`src/rtl/count_monitor.sv`:
```
// Watches a free-running 4-bit counter: buffers each change, flags
// 15->0 rollovers and raises a stall flag when the value stops moving.
module count_monitor #(
    parameter int STALL_LIMIT = 4,
    parameter int FIFO_DEPTH  = 4
) (
    input  logic       clk,
    input  logic       reset,
    input  logic [3:0] counter,
    input  logic       out_ready,
    output logic       out_valid,
    output logic [3:0] out_data,
    output logic       wrap_pulse,
    output logic [7:0] wrap_count,
    output logic       stall,
    output logic       overflow
);

    localparam int AW = $clog2(FIFO_DEPTH);
    localparam int CW = AW + 1;

    typedef enum logic [1:0] {
        IDLE,
        TRACK,
        STALLED
    } state_t;

    state_t        state;
    logic [3:0]    prev;
    logic [3:0]    same_cnt;
    logic [3:0]    same_inc;

    logic [3:0]    mem [FIFO_DEPTH];
    logic [AW-1:0] rd_ptr;
    logic [AW-1:0] wr_ptr;
    logic [AW-1:0] rd_next;
    logic [CW-1:0] count;
    logic [CW-1:0] remain;
    logic [3:0]    head_next;

    logic active;
    logic change;
    logic wrap;
    logic full;
    logic pop;
    logic push;
    logic drop;

    always_comb begin
        active   = (state != IDLE);
        change   = active && (counter != prev);
        wrap     = active && (prev == 4'hF) && (counter == 4'h0);
        full     = (count == CW'(FIFO_DEPTH));
        pop      = out_valid && out_ready;
        push     = change && (!full || pop);
        drop     = change && full && !pop;
        remain   = count - CW'(pop);
        rd_next  = rd_ptr + AW'(pop);
        same_inc = same_cnt + 4'd1;
        // Head after this edge: the next stored entry, or the value being
        // pushed when the buffer would otherwise be empty.
        if (remain == '0) begin
            head_next = push ? counter : out_data;
        end else begin
            head_next = mem[rd_next];
        end
    end

    always_ff @(posedge clk) begin
        if (reset) begin
            state      <= IDLE;
            prev       <= 4'd0;
            same_cnt   <= 4'd0;
            stall      <= 1'b0;
            wrap_pulse <= 1'b0;
            wrap_count <= 8'd0;
        end else begin
            wrap_pulse <= wrap;
            if (wrap) begin
                wrap_count <= wrap_count + 8'd1;
            end
            unique case (state)
                IDLE: begin
                    prev     <= counter;
                    same_cnt <= 4'd0;
                    state    <= TRACK;
                end
                TRACK: begin
                    if (change) begin
                        prev     <= counter;
                        same_cnt <= 4'd0;
                    end else begin
                        same_cnt <= same_inc;
                        if (same_inc == 4'(STALL_LIMIT)) begin
                            state <= STALLED;
                            stall <= 1'b1;
                        end
                    end
                end
                STALLED: begin
                    if (change) begin
                        prev     <= counter;
                        same_cnt <= 4'd0;
                        state    <= TRACK;
                        stall    <= 1'b0;
                    end
                end
                default: begin
                    state <= IDLE;
                end
            endcase
        end
    end

    always_ff @(posedge clk) begin
        if (reset) begin
            rd_ptr    <= '0;
            wr_ptr    <= '0;
            count     <= '0;
            out_valid <= 1'b0;
            out_data  <= 4'd0;
            overflow  <= 1'b0;
        end else begin
            if (push) begin
                wr_ptr <= wr_ptr + AW'(1);
            end
            rd_ptr    <= rd_next;
            count     <= remain + CW'(push);
            out_valid <= (remain + CW'(push)) != '0;
            out_data  <= head_next;
            if (drop) begin
                overflow <= 1'b1;
            end
        end
    end

    // Storage needs no reset: the pointers define what is live.
    always_ff @(posedge clk) begin
        if (push) begin
            mem[wr_ptr] <= counter;
        end
    end

endmodule

```
`config.mk`:
```
export PLATFORM = sky130hd
export DESIGN_NAME = count_monitor
export DESIGN_NICKNAME = d
export VERILOG_FILES = /design/src/rtl/count_monitor.sv
export SDC_FILE = /design/constraint.sdc
export NUM_CORES = 1
export LEC_CHECK = 0
export ABC_AREA = 1
export CAP_MARGIN = 20
export CORE_MARGIN = 2
export CORE_UTILIZATION = 30
export CTS_CLUSTER_DIAMETER = 60
export DETAILED_ROUTE_END_ITERATION = 8
export GPL_TIMING_DRIVEN = 0
export PLACE_DENSITY = 0.53
export SLEW_MARGIN = 10
export SYNTH_ARGS = -nofsm -noshare
export SYNTH_HDL_FRONTEND = slang
export SYNTH_SLANG_ARGS = --single-unit
```
`constraint.sdc`:
```
create_clock -name clk -period 4.8 [get_ports clk]
set_input_delay 1.2 -clock clk [delete_from_list [all_inputs] [get_ports clk]]
set_output_delay 1.2 -clock clk [all_outputs]
set_load 0.03 [all_outputs]
```
==> reports/results.txt <==
The flow ran to the end, and the final reports show no timing, DRC or antenna violations. After detailed placement, the design holds a cell count of 420. The kind of path behind the tightest hold check is flip-flop to flip-flop.

STA puts the critical path data required time at 4.99 ns. Data on the critical path arrives at its endpoint at 3.53 ns. For this configuration, the core starts out at a cell density of 31.02%. The final core utilization is 36.66%, and the maximum fanout encountered on the critical timing path is 10. Of the total power, the share spent switching nets is 39.20%. For the total leakage power, the log shows 1.224 nW. The final worst clock skew was 0.003119 ns; the sum of overflow across all layers after global routing was 0. The tool flagged a number of max-cap violations equal to 0. The floorplan step defined a die boundary enclosing 8766 sq um. The logs give 0 for the number of setup violations in the final report and 0.4521 ns for the final hold slack.

Category of cells accounting for the largest share of critical-path delay: buffers and inverters. The top-level port count came out at 23. The part of the Yosys area used for sequential elements is 47.35%. For the total nets after synthesis, the log shows 319. Among the stages of the critical path, the cell type that occurs most often is nand2_1. For this run, design rule violations remaining after detail routing come to 0.

For the area of placed instances, the log shows 2758 sq um. Counting distinct cell types in the post-synthesis netlist gives 30. The later pin in the worst-skew pair is clocked with a latency of 0.29 ns. Traced cell by cell, the critical path runs through clkdlybuf4s50_1, inv_2, nand2_1, nand2_1, nor2_1, nand2_1, nand2_4, inv_4, nand2_8, buf_8, inv_1, ha_1, ha_1, xor2_1, o31ai_1, inv_1. The via count of the first global-routing pass was 1,786; the number of levels in the clock H-tree was 2. The synthesized design contains 49 register bits. The number of warnings reported in the yosys synthesis log is 0, and the initial antenna violation count is 0. Of the total power, combinational logic draws 42.3%. Slowest stage cell on the critical path: clkdlybuf4s50_1. For the total clock buffers created by CTS, the log shows 5. The run gives 11.53% as the overall fraction of global-route tracks in use. TritonCTS built the clock tree. After clock tree synthesis, the clock-pin slew on the worst setup and hold paths is 0.09 ns. The count of fill cells added during filler insertion is 838. The capturing element type of the critical path is a flip-flop. The maximum number of pins on one net before global-route repair is 15. The largest total area in the synthesized netlist belongs to dfxtp_1. The net load switching power was 533.3 uW; the largest buffer count on any clock path was 2.

Dividing the detail-routed wire length by the instance count gives 10.58 um. Setup repair after global routing left no endpoint under its margin. CTS placed an instance of clkbuf_8 at the clock tree root. The worst path uses 69.54% of the clock period. At the end of the flow, the number of nets in the layout was 348.

After synthesis, the mean cell area works out to 8.141 sq um. Setup slack closes at 1.462 ns. STA classifies the critical path startpoint as a primary input. For the weighted congestion reported at the end of routability-driven placement, the log shows 0.7634. The worst path in the final design needs a cycle of 3.338 ns, including I/O delays and setup. Relative to the synthesized area, the layout overhead comes to 18.17%. Cell internal power was estimated by the tool at 827.3 uW. The final count of pins violating max slew was 0; the number of gates resized after CTS was 0. The count of final hold-check violations was 0.

In the routed layout, each cell is associated on average with a via count of 4.346. Summing internal, switching and leakage power gives 1.361 mW. Once layout is complete, the cells apart from fillers number 428. For the total wire length, the log shows 4528 um. Dividing total power by cell area gives a power density of 477.8 nW/um^2. The core region is 7767 sq um. The height of the die was 93.63 um; the vias after detailed routing was 1,860. OpenSTA, run right after detailed placement, puts the worst setup slack at 1.153 ns. The run gives 0 as the diode insertion count for antenna repair. The die width is 93.63 um.

The logs give 0.2996 GHz for the maximum clock frequency and 2410 sq um for the cell area after synthesis. The estimated wirelength of the detail-placed design is 3439 um. Of the total power, registers draw 39.3%. The clock drives 49 sinks.

Across the VDD grid, the largest voltage drop is 0.0002530 V. The finished cells cover 2848 sq um. In this design, the stage delay of the slowest critical-path cell is 0.60 ns. The floorplan has 32 rows.

The worst pin sits at a relative slew slack of 67.72%. Count of buffers inserted at the top-level ports: 22. The kind of critical path was primary input to flip-flop. The first detailed-routing pass ran for 4 iterations.

In this run, the number of DRC markers left after iteration 0 of detailed routing was 80. The number of buffers and inverters on the critical path is 6. The clock network burns 18.4% of the power. After clock tree synthesis, the flow added hold-fix buffers numbering 0. Buffers added to address setup during post-CTS repair amount to 0.

The count of nets left with antenna violations after detail routing came out at 0. In the layout the commonest cells are nand2_1 (65), nor2_1 (43), inv_1 (36). The fraction of post-synthesis cell area in the top cell type by area came out at 27.41%. The library cell used most frequently in the layout, excluding fill and tap cells, is nand2_1.

The share of cells above drive strength 1 was 6.442%; the number of cells produced by synthesis was 296. For the pin with the worst max-slew slack, the measured transition is 0.4792 ns. For the wire length of the first global-routing pass, the log shows 8045 um. Sorting the synthesized cells by area gives the leading types as dfxtp_1 (27%), edfxtp_1 (20%), nand2_1 (10%).

In the final timing run, aggregate negative setup slack is 0 ns.
per-layer routing:
metal,part of all wire (%),wire length [um],vias to the layer above,global-route usage (%)
met5,0,0,-,0
met4,1.7,76,0,3.986
met3,2.5,111,6,2.256
met2,45,2020,23,18.53
met1,51,2319,833,15.50
li1,-,-,998,-
cell type report:
type	count	area [sq um]	share of cell area (%)
Buffer	5	32.53	1.142
Clock buffer	8	90.09	3.163
Inverter	42	160.2	5.624
Multi-Input combinational cell	200	1076	37.79
Sequential cell	49	1141	40.07
Tap cell	102	127.6	4.482
Timing Repair Buffer	22	220.2	7.733
cells by family after synthesis:
kind of cell | synth area share, %
buf+inv | 7.996
fa+ha+maj | 8.307
compound gates | 6.854
xor+xnor | 2.908
flops | 47.35
simple gates | 26.58
tightest hold or removal path: cells and delay by family (launching register included):
| kind | cells | cell delay (ns) |
|---|---|---|
| buffers and inverters | 1 | 0.05 |
| flip-flops | 1 | 0.32 |
| AO/OA/AOI/OAI | 1 | 0.05 |
synth_stat cells:
| library cell | instances |
|---|---|
| a21oi_1 | 16 |
| a21oi_2 | 1 |
| a31oi_1 | 1 |
| buf_2 | 2 |
| buf_8 | 1 |
| clkbuf_1 | 2 |
| clkinv_1 | 1 |
| dfxtp_1 | 33 |
| edfxtp_1 | 16 |
| ha_1 | 16 |
| inv_1 | 36 |
| inv_2 | 4 |
| inv_4 | 1 |
| nand2_1 | 65 |
| nand2_2 | 1 |
| nand2_4 | 1 |
| nand2_8 | 1 |
| nand3_1 | 21 |
| nand3b_1 | 5 |
| nand4_1 | 4 |
| nand4_2 | 1 |
| nor2_1 | 43 |
| nor2_2 | 1 |
| nor3_1 | 1 |
| o21a_1 | 1 |
| o21ai_0 | 11 |
| o31ai_1 | 1 |
| or2_2 | 1 |
| xnor2_1 | 5 |
| xor2_1 | 3 |
final timing paths:
kind	startpoint	endpoint	slack, ns	depth (start not counted)
max reg2reg	state[0]	out_valid	2.65	13
min reg2reg	stall	stall	0.45	2
max	counter[1]	out_valid	1.46	16
min	stall	stall	0.45	2
sequential cells by signal (all words and copies together) (netlist names):
name and flops:
mem 16, overflow 1, stall 1, state 2, wrap_count 8, wrap_pulse 1
wr_ptr 2, same_cnt 4, prev 4, out_data 4, count 3, rd_ptr 2
out_valid 1
power groups by stage:
stage | registers, mW | logic, mW | clock network (mW)
floorplan | 0.573 | 0.398 | 0
global route | 0.544 | 0.670 | 0.274
detailed placement | 0.544 | 0.575 | 0
finish | 0.534 | 0.575 | 0.251
CTS | 0.535 | 0.579 | 0.260
global placement | 0.542 | 0.569 | 0
Note: power is estimated with default switching activity, not from simulation.
==> variant 1 (same settings) <==
`out_data` no longer has a reset.
--- a/src/rtl/count_monitor.sv
+++ b/src/rtl/count_monitor.sv
@@ -120,3 +120,2 @@
             out_valid <= 1'b0;
-            out_data  <= 4'd0;
             overflow  <= 1'b0;
@@ -129,3 +128,2 @@
             out_valid <= (remain + CW'(push)) != '0;
-            out_data  <= head_next;
             if (drop) begin
@@ -134,2 +132,6 @@
         end
+    end
+
+    always_ff @(posedge clk) begin
+        out_data <= head_next;
     end
Function: differs if reset is asserted again (counterexample within 4 cycles, from zero or initial values and one cycle with reset high); with reset held inactive, the same outputs for 10 cycles.
==> variant 1 against the unedited design <==
- design area is 0.66% higher
- area after synthesis increased by 1.0%
- clock power increased by 2%
- setup slack improved by 34 ps
- sequential share of layout area up 1.1 points
- hold slack improved by 14 ps
- count of clock-buffer cells in the layout fell by 3
- sequential cell count is the same
- power shrank 0.74%
- routed wire length grew 0.11%
- highest routed layer unchanged
==> variant 1: results (changes against the unedited design) <==
Status
  – Status: complete, no violations

Placed design
  – Port bufs: 21 (-4.5%)
  – Gpl congestion: 0.796 (+4.2%)
  – Dpl hpwl: 3410 µm (-1.0%)

Setup path
  – Reg2reg start: state[0]$_SDFFE_PP0P_
  – Worst setup startpoint: counter[0]
  – R2R cell count: 12 (-1)
  – Flop2flop setup slack: 2690 ps (+40 ps)

Clock network
  – # Post-CTS Setup Buffers: 0 (unchanged)
  – Num CTS Buffers: 5 (unchanged)
  – Post-CTS Resized: 0 (unchanged)
  – CTS root buffer: clkbuf_8
  – Clock Latency Late Sink: 310 ps (+20 ps)
  – Clk pin slew, worst setup/hold paths: 100 ps

Global routing
  – Initial antenna violation count: 0 (unchanged)
  – Pin count of the biggest net entering global routing: 18 (+3)
  – Global-route usage over all layers: 11.8% (+0.28 points)
  – First-pass GRT wire length: 8190 µm (+1.8%)
  – Number of global-route vias before repair: 1,829 (+2.4%)
  – GR Overflow Total: 0 (unchanged)

Pwr
  – LEAKAGE: 1.18 nW (-3.7%)
  – VDD IR-drop max: 0.129 mV (-49%)

Logic synthesis
  – EDFF count, synth: 20 (+4)
  – Top_reg_cell synth: dfxtp_1
  – Area contributors post-synth: edfxtp_1 (25%), dfxtp_1 (24%), ha_1 (8.2%)
  – Synth top cells by count: nor2_1 (44), nand2_1 (43), inv_1 (36)
  – Seq/Total Area, Yosys: 48.5% (+1.2 points)
  – Ys Warns: 0 (unchanged)
  – Async SR Flop Fraction: 0% (unchanged)
  – Post-Syn Nets: 302 (-5.3%)

Cells and area
  – Largest regs: mem x16, wrap_count x8
  – Final nets: 330 (-5.2%)
  – Fillers: 826 (-1.4%)
  – Ratio of cells with drive above 1 in the final layout: 11.4% (+4.9 points)

Min path
  – Path category of the worst min-delay check: flip-flop to flip-flop

Detailed routing
  – 1st-pass router iterations: 4 (unchanged)
  – Iter 0 DRT Violations: 64 (-20%)
  – Final wirelength: 4530 µm (+0.11%)
  – DR vias/cell: 4.43 (+1.9%)

STA
  – Hold Slack: 466 ps (+13.6 ps)
  – Clock skew: 11.9 ps (+8.74 ps)
  – Worst Max-Slew Pin Slew: 866 ps (+386 ps)
## variant 1: per-layer routing
layer	track usage [%]	routed length [µm]	vias up
li1	-	-	958
met1	15.7	2350	818
met2	18.9	1950	31
met3	2.65	165	8
met4	3.99	72	0
met5	0	0	-
## variant 1: cell families (layout without fill, tap and decap cells)
logic type / count (synthesis) / after routing / synth area share [%]
AND/OR/NAND/NOR: 127 / 127 / 23.7
XOR/XNOR: 9 / 9 / 3.24
AO/OA/AOI/OAI: 33 / 33 / 8.74
adder cells (fa/ha/maj): 16 / 16 / 8.22
flip-flops: 49 / 49 / 48.5
buffers and inverters: 45 / 74 / 7.61
## variant 1: worst max path at each step
stage,end
floorplan,out_valid$_SDFF_PP0_
global placement,out_valid$_SDFF_PP0_
detailed placement,out_valid$_SDFF_PP0_
CTS,out_valid$_SDFF_PP0_
global route,out_valid$_SDFF_PP0_
finish,out_valid$_SDFF_PP0_
## variant 1: report_power, final
group          leakage [nW]  switching (mW)  total [mW]  internal (mW)
combinational         0.711           0.337       0.529          0.192
sequential            0.423          0.0324       0.564          0.532
clock                0.0447           0.152       0.257          0.105
total                  1.18           0.521        1.35          0.829
## variant 1: layout make-up
cell class | instances | area (µm²) | area share, %
flip-flops and latches | 49 | 1180 | 41.2
multi-input cells | 185 | 1070 | 37.3
repair buffers | 21 | 210 | 7.33
inverters | 41 | 156 | 5.46
well taps | 102 | 128 | 4.45
clock buffers | 5 | 68.8 | 2.40
plain buffers | 4 | 28.8 | 1.00
clock inverters | 3 | 25.0 | 0.873
## variant 1: per-stage QoR
stage	worst slack [ps]	utilization, %	instances	total power, mW	area [µm²]
3_5_place_dp	1130	35.5	402	1.11	2770
2_1_floorplan	2110	-	279	0.969	2430
5_1_grt	1270	36.7	410	1.47	2870
6_report	1500	36.7	410	1.35	2870
3_3_place_gp	1170	35.5	402	1.11	2770
4_1_cts	1470	36.7	410	1.37	2870
## variant 1: worst max-delay path, cell delays in order
cell,delay (ps)
clkdlybuf4s50_1,610
inv_1,160
nand2_2,110
nand2_1,60
nor2_2,110
nand2_2,80
nand2_4,120
inv_4,70
nand2_4,110
inv_1,60
ha_1,190
ha_1,180
xnor2_1,140
o31ai_1,230
inv_1,70
==> variant 2 (same flow settings) <==
Without the edit above. The parameter `FIFO_DEPTH` goes from 4 to 8.
--- a/src/rtl/count_monitor.sv
+++ b/src/rtl/count_monitor.sv
@@ -4,3 +4,3 @@
     parameter int STALL_LIMIT = 4,
-    parameter int FIFO_DEPTH  = 4
+    parameter int FIFO_DEPTH  = 8
 ) (
Behaviour: not the same (a bounded check fails within 10 cycles, from zero or initial values and one cycle with reset high).
==> variant 2 against the unedited design <==
- area after synthesis up 37%
- setup slack worse by 20 ps
- register-to-register slack got worse by 30 ps
- maximum frequency decreased by 0.59%
- design area up 35%
- routed wire length is 49% higher
- power rose by 42%
- sequential cell count grew 19
- sequential share of layout area is 3.6 points higher
==> variant 2: results (changes against the unedited design) <==
Min path
  – Hold Crit Depth: 2 (unchanged)

Detailed routing
  – Vias: 2,469 (+33%)
  – 1st-pass router iterations: 4 (unchanged)
  – DR vias/cell: 4.51 (+3.9%)
  – Iter 0 DRT Violations: 81 (+1.3%)
  – Drt wl/cell: 12.4 µm (+17%)

Clock network
  – Htree depth: 3 (+1)
  – Clk pin slew, worst setup/hold paths: 70 ps (-20 ps)
  – CTS Buffer Depth: 2 (unchanged)
  – Num CTS Buffers: 9 (+4)
  – Clock Latency Late Sink: 350 ps (+60 ps)

Setup path
  – Flop2flop setup slack: 2620 ps (-30 ps)
  – Critical path peak fanout: 11 (+1)
  – R2R cell count: 11 (-2)
  – Worst reg2reg path endpoint: out_valid$_SDFF_PP0_
  – Arr. time, crit path: 3580 ps (+50 ps)

Logic synthesis
  – Avg Cell Area, Syn: 8.91 µm² (+9.4%)
  – Synth Register Bits: 68 (+39%)
  – Seq/Total Area, Yosys: 51.0% (+3.7 points)
  – Area contributors post-synth: edfxtp_1 (29%), dfxtp_1 (22%), nor2_1 (7.4%)
  – Synth top cells by count: nor2_1 (65), nand2_1 (61), inv_1 (38)
  – Ys Warns: 0 (unchanged)
  – EDFF count, synth: 32 (+16)
  – Post-Syn Nets: 389 (+22%)
  – Post-synth cell types: 36 (+20%)

Pwr
  – VDD IR-drop max: 0.136 mV (-46%)
  – LEAKAGE: 1.55 nW (+26%)

Placed design
  – Gpl congestion: 0.789 (+3.3%)
  – Port bufs: 22 (unchanged)
  – Dpl hpwl: 4900 µm (+43%)
  – Placed insts: 532 (+27%)
  – Place WS: 1120 ps (-33.8 ps)

Cells and area
  – Final nets: 422 (+21%)
  – Largest regs: mem x32, wrap_count x8
  – Ratio of cells with drive above 1 in the final layout: 14.3% (+7.8 points)

Global routing
  – Global-route usage over all layers: 12.4% (+0.90 points)
  – Pin count of the biggest net entering global routing: 12 (-3)
  – Number of global-route vias before repair: 2,336 (+31%)
  – First-pass GRT wire length: 11,100 µm (+38%)

Status
  – Status: complete, no violations

STA
  – Clock skew: 10.6 ps (+7.51 ps)
  – Worst Max-Slew Pin Slew: 683 ps (+204 ps)
## variant 2: cell types whose count changed after synthesis, moves of 6 or more
cell      change
a21oi_1       -6
edfxtp_1     +16
nand2_2      +11
nor2_1       +22
o211ai_1      +7
o21ai_0       +6
## variant 2: how the worst max path moves through the flow
| stage | from | to | slack, ps | depth (start not counted) |
|---|---|---|---|---|
| 2_1_floorplan | counter[1] | out_valid$_SDFF_PP0_ | 2180 | 13 |
| 3_3_place_gp | counter[3] | out_valid$_SDFF_PP0_ | 1110 | 14 |
| 3_5_place_dp | counter[3] | out_valid$_SDFF_PP0_ | 1120 | 14 |
| 4_1_cts | counter[3] | out_valid$_SDFF_PP0_ | 1490 | 14 |
| 5_1_grt | counter[3] | out_valid$_SDFF_PP0_ | 1210 | 14 |
| 6_report | counter[3] | out_valid$_SDFF_PP0_ | 1440 | 14 |
## variant 2: metrics by stage
step	power [mW]	hold slack, ps	cell area (µm²)
after floorplan	1.36	461	3300
after global placement	1.54	437	3690
after detailed placement	1.56	445	3690
after CTS	1.95	459	3850
after global routing	2.09	481	3850
final	1.93	453	3850
## variant 2: final cells by class
cell class | instances | area [µm²]
Clock inverter | 4 | 16.3
Tap cell | 140 | 175
Buffer | 7 | 52.6
Fill cell | 1119 | 6940
Timing Repair Buffer | 22 | 220
Inverter | 48 | 181
Clock buffer | 11 | 141
Multi-Input combinational cell | 247 | 1380
Sequential cell | 68 | 1680
## variant 2: cells by family after synthesis
kind of cell | synth area share (%)
compound gates | 8.62
xor+xnor | 2.85
fa+ha+maj | 4.55
buf+inv | 7.10
flops | 51.0
simple gates | 25.9
## variant 2: worst max-delay path, cell delays in order
cell and delay (ps):
clkdlybuf4s50_1 790, inv_2 90, nand2_2 110, nand2_1 90, nor2_4 100, nand2_4 90, nand3_4 120, inv_2 70
ha_1 210, ha_1 190, xnor2_1 170, nor2_1 70, nor3_1 150, o21ai_0 120
## variant 2: power breakdown
| group | switching [mW] | leakage, nW | internal (mW) |
|---|---|---|---|
| clock network | 0.203 | 0.0817 | 0.193 |
| logic | 0.515 | 0.881 | 0.286 |
| registers | 0.0448 | 0.584 | 0.690 |
| total | 0.763 | 1.55 | 1.17 |
## variant 2: layer usage
layer / up-vias / share of wire [%] / GRT usage, %
met5: - / 0 / 0
met4: 0 / 1.9 / 5.49
met3: 13 / 3.9 / 3.59
met2: 35 / 49 / 20.8
met1: 1148 / 46 / 14.8
li1: 1273 / - / -
